## config.mk

```make
export PLATFORM = sky130hd
export DESIGN_NAME = traffic_phase_scheduler
export DESIGN_NICKNAME = d
export VERILOG_FILES = /design/src/rtl/traffic_phase_scheduler.sv
export SDC_FILE = /design/constraint.sdc
export NUM_CORES = 1
export LEC_CHECK = 0
export CORE_MARGIN = 4
export CORE_UTILIZATION = 30
export DETAILED_ROUTE_END_ITERATION = 7
export GPL_ROUTABILITY_DRIVEN = 0
export PLACE_DENSITY = 0.49
export REMOVE_ABC_BUFFERS = 1
export SLEW_MARGIN = 25
export SYNTH_ARGS = -nofsm -noshare
export SYNTH_HDL_FRONTEND = slang
export SYNTH_SLANG_ARGS = --single-unit
```

## constraint.sdc

```tcl
create_clock -name clock -period 6.7 [get_ports clock]
set_input_delay 1.005 -clock clock [delete_from_list [all_inputs] [get_ports clock]]
set_output_delay 1.005 -clock clock [all_outputs]
set_load 0.005 [all_outputs]
```

## src/rtl/traffic_phase_scheduler.sv

```systemverilog
// Tick-timed highway/country junction sequencer: G->Y->all-red->G for both roads,
// with car-sensor service, latched pedestrian request and an all-red hold override.
//
// state     | meaning
// ----------+---------------------------------------------
// S_HWY_G 0 | highway green, country red
// S_HWY_Y 1 | highway yellow
// S_AR1   2 | all-red clearance before country green
// S_CTY_G 3 | country green (walk lamp if request captured)
// S_CTY_Y 4 | country yellow
// S_AR2   5 | all-red clearance before highway green
// S_HOLD  6 | all-red override while hold is asserted
module traffic_phase_scheduler #(
    parameter int CNT_W         = 4,
    parameter int MIN_HWY_GREEN = 4,
    parameter int Y_TICKS       = 2,
    parameter int AR_TICKS      = 1,
    parameter int MIN_CTY_GREEN = 2,
    parameter int MAX_CTY_GREEN = 6
) (
    input  logic       clock,
    input  logic       clear_n,
    input  logic       tick,
    input  logic       car_sensor,
    input  logic       ped_req,
    input  logic       hold,
    output logic [1:0] hwy_light,
    output logic [1:0] cty_light,
    output logic       ped_walk,
    output logic [2:0] phase
);

    typedef enum logic [2:0] {
        S_HWY_G = 3'd0,
        S_HWY_Y = 3'd1,
        S_AR1   = 3'd2,
        S_CTY_G = 3'd3,
        S_CTY_Y = 3'd4,
        S_AR2   = 3'd5,
        S_HOLD  = 3'd6
    } state_t;

    localparam logic [1:0] LAMP_RED = 2'd0;
    localparam logic [1:0] LAMP_YEL = 2'd1;
    localparam logic [1:0] LAMP_GRN = 2'd2;

    // Terminal-count values: a phase lasting N ticks exits when timer == N-1.
    localparam logic [CNT_W-1:0] HWY_MIN_TC = CNT_W'(MIN_HWY_GREEN - 1);
    localparam logic [CNT_W-1:0] Y_TC       = CNT_W'(Y_TICKS - 1);
    localparam logic [CNT_W-1:0] AR_TC      = CNT_W'(AR_TICKS - 1);
    localparam logic [CNT_W-1:0] CTY_MIN_TC = CNT_W'(MIN_CTY_GREEN - 1);
    localparam logic [CNT_W-1:0] CTY_MAX_TC = CNT_W'(MAX_CTY_GREEN - 1);

    state_t           state;
    state_t           state_nxt;
    logic [CNT_W-1:0] timer;
    logic             ped_pending;
    logic             walk_flag;

    always_ff @(posedge clock or negedge clear_n) begin
        if (!clear_n) begin
            state       <= S_HWY_G;
            timer       <= '0;
            ped_pending <= 1'b0;
            walk_flag   <= 1'b0;
        end else begin
            state <= state_nxt;
            if (state_nxt != state) begin
                timer <= '0;
            end else if (tick && (timer != '1)) begin
                timer <= timer + 1'b1;
            end
            // A new request on the same edge as the clear must survive.
            if (ped_req) begin
                ped_pending <= 1'b1;
            end else if ((state == S_CTY_G) && (state_nxt == S_CTY_Y)) begin
                ped_pending <= 1'b0;
            end
            if ((state != S_CTY_G) && (state_nxt == S_CTY_G)) begin
                walk_flag <= ped_pending;
            end
        end
    end

    always_comb begin
        state_nxt = state;
        if (tick) begin
            case (state)
                S_HWY_G: if ((timer >= HWY_MIN_TC) && (car_sensor || ped_pending || hold))
                             state_nxt = S_HWY_Y;
                         else if (hold)
                             state_nxt = S_HWY_Y;
                S_HWY_Y: if (timer == Y_TC) state_nxt = S_AR1;
                S_AR1:   if (timer == AR_TC) state_nxt = hold ? S_HOLD : S_CTY_G;
                S_CTY_G: if (hold || (timer == CTY_MAX_TC) ||
                             ((timer >= CTY_MIN_TC) && !car_sensor))
                             state_nxt = S_CTY_Y;
                S_CTY_Y: if (timer == Y_TC) state_nxt = S_AR2;
                S_AR2:   if (timer == AR_TC) state_nxt = hold ? S_HOLD : S_HWY_G;
                S_HOLD:  if (!hold) state_nxt = S_HWY_G;
                default: state_nxt = S_HWY_G;
            endcase
        end
    end

    always_comb begin
        hwy_light = LAMP_RED;
        cty_light = LAMP_RED;
        case (state)
            S_HWY_G: hwy_light = LAMP_GRN;
            S_HWY_Y: hwy_light = LAMP_YEL;
            S_CTY_G: cty_light = LAMP_GRN;
            S_CTY_Y: cty_light = LAMP_YEL;
            default: ;
        endcase
    end

    assign ped_walk = (state == S_CTY_G) && walk_flag;
    assign phase    = state;

endmodule
```

==> metrics.txt <==
CTS H-tree depth=1; footprint of the multi-input gates=544.3 µm²; post-synthesis register bit count=9; Int Power=220.4 µW; register area share after synthesis=0.2707; Hold/Removal Path Class=reg -> reg; Rows=18; critical path required time=5.69 ns; wire per inst=15.27 µm; share of cells above drive strength 1=0.1028; # nets final=117; Die W=60.67 µm; Die ar.=0.003680 mm²; FF+latch area=225.2 µm²; TritonCTS Buffers=3; buffer depth of the longest clock path=2; Psw=192.9 µW; PortBufs=13; Pwr Total=413.2 µW; Antenna Violating Nets Remaining=0; drt pass-1 iters=4; synth warn=0; Hold Path Stages=1; largest net degree at the start of global routing=20; Worst-Margin Slew=0.5760 ns; vias in the first global route=748; Reg clk slew, reported paths=0.06 ns; vias per cell=5.781; hold_sp=walk_flag; Worst-Skew Late Latency=0.26 ns; first-pass GRT wire length=3608 µm; antenna violations before repair=0; clock power share=0.101; Hold Crit Endpoint=walk_flag; final hold violation count=0; static leakage=0.3856 nW; Register-to-Register Path Depth=7; diode count=0; post-synthesis instance total=98; Net Sw Frac=0.4667; Final period util=0.4676; All-Layer GR Usage=0.1313; Final HPWL DP=1517 µm; Seq pwr share=0.289; fmax=319.2 MHz; Sink Count=9; fill cell count=275; WS Path Type=reg -> out; Final Core Density=0.3840; run status=finished clean; Syn Area/Cell=8.490 µm²; R2R Setup Slk=4.20 ns; relative slew slack=0.6148; TritonCTS clock tree=done; WP data arrival=2.13 ns; Fin Clk Skew=0.005656 ns; # setup viols final=0; Area Growth Syn to Fin=18.50%; initial core utilization=0.3241; Max Cap Violations=0; number of DRC markers in iteration 0=16; Peak VDD IR=203.1 µV; total I/O pin count=14; Post-Synthesis Cell Area=832.0 µm²; power density cells=419.1 mW/mm²; nature of the critical path endpoint=primary output; Final Max Slew Viols=0; TNS Setup=0 ns; Comb pwr share=0.610; clk root buf=clkbuf_4; core area=0.002567 mm²; postcts setup bufs=0; Die Span Y=60.67 µm; GRT Residual Overflow=0; Unique masters post-synth=44; Worst Path Max Fanout=12; Vias=792; CTS Hold Bufs=0; Worst R2R Start=timer[0]; critical path startpoint category=flip-flop; reg2reg end=walk_flag; final wirelength=2092 µm; minimum clock period=3.133 ns; Resized Gates After CTS=0; RSZ-0062 raised after global routing=no; post-route DRC violation count=0
==> power by group through the flow <==
stage / Combinational, mW / Clock, mW / Sequential, mW
after floorplan: 0.173 / 0 / 0.107
after global placement: 0.252 / 0 / 0.120
after detailed placement: 0.249 / 0 / 0.120
after CTS: 0.251 / 0.0438 / 0.119
after global routing: 0.275 / 0.0469 / 0.126
final: 0.252 / 0.0419 / 0.119
==> sequential cells by signal, indices dropped and copies added (netlist names) <==
name         cells
timer            4
phase            3
ped_pending      1
walk_flag        1
==> worst max-delay path by stage <==
| stage | start | to | slack [ns] | cells after the start |
|---|---|---|---|---|
| finish | phase[0] | cty_light[1] | 3.57 | 3 |
| CTS | phase[0] | cty_light[1] | 3.54 | 3 |
| floorplan | hold | walk_flag | 4.15 | 6 |
| detailed placement | hold | walk_flag | 3.37 | 7 |
| global placement | hold | walk_flag | 3.34 | 7 |
| global route | phase[0] | cty_light[1] | 3.34 | 3 |
==> final cells by class <==
class                      count  area share
multi-input combinational     75      0.5520
sequential                     9      0.2284
timing repair buffer          13      0.1320
tap                           30     0.03807
clock buffer                   4     0.02665
inverter                       6     0.02284
==> cells in the mapped netlist, drive strengths merged <==
master   n  share of area
dfrtp    9           0.27
nand2    8          0.036
inv      6          0.027
o21ai    6          0.036
a21oi    5          0.030
clkbuf   5          0.023
nor2     5          0.023
nand2b   4          0.030
nor3     4          0.024
a31oi    3          0.023
buf      3          0.026
ha       3          0.045
nand3    3          0.018
nor2b    3          0.023
a22o     2          0.021
and3     2          0.015
mux2     2          0.032
nor3b    2          0.018
o221ai   2          0.029
o311ai   2          0.042
a2111oi  1          0.011
a211o    1          0.011
a211oi   1          0.015
a21boi   1         0.0090
a221o    1          0.012
a221oi   1          0.018
a41o     1          0.012
a41oi    1          0.011
and2     1         0.0075
nand3b   1         0.0090
nor4bb   1          0.012
o211a    1          0.012
o211ai   1         0.0090
o21bai   1         0.0090
o22ai    1         0.0075
o31ai    1          0.015
o32ai    1          0.011
or2      1         0.0075
or4      1          0.014
==> critical path: stages (launching register included) <==
cell and delay [ns]:
dfrtp_1 0.53, inv_1 0.25, nor3_1 0.48, clkdlybuf4s50_1 0.60
==> layout by cell type (no fill, tap or decap), types with 4 or more instances in the layout <==
cell type / count
nor2_1: 5
o21ai_1: 4
nand2b_1: 4
clkdlybuf4s50_1: 13
nand2_1: 8
inv_1: 6
a21oi_1: 5
nor3_1: 4
dfrtp_1: 9
==> routing by layer <==
| metal | up-vias | global-route usage | wire [µm] |
|---|---|---|---|
| li1 | 385 | - | - |
| met1 | 383 | 0.1757 | 984 |
| met4 | 0 | 0.03096 | 32 |
| met3 | 4 | 0.05532 | 122 |
| met5 | - | 0 | 0 |
| met2 | 20 | 0.1969 | 953 |
==> cells by family (layout without fill, tap and decap cells) <==
logic type,after synthesis,after routing,share of synthesized area
buf+inv,14,23,0.07519
simple gates,36,36,0.2361
compound gates,34,34,0.3414
flops,9,9,0.2707
mux,2,2,0.03157
fa+ha+maj,3,3,0.04512
==> through the flow <==
stage               hold WS [ns]  instance area [µm²]  setup slack, ns  instances
finish                    0.5176                985.9            3.567        137
global route              0.5460                985.9            3.340        137
CTS                       0.5180                985.9            3.539        137
detailed placement        0.4958                959.7            3.365        133
global placement          0.4931                959.7            3.337        133
floorplan                 0.4740                792.0            4.153         90
Note: power is estimated with default switching activity, not from simulation.
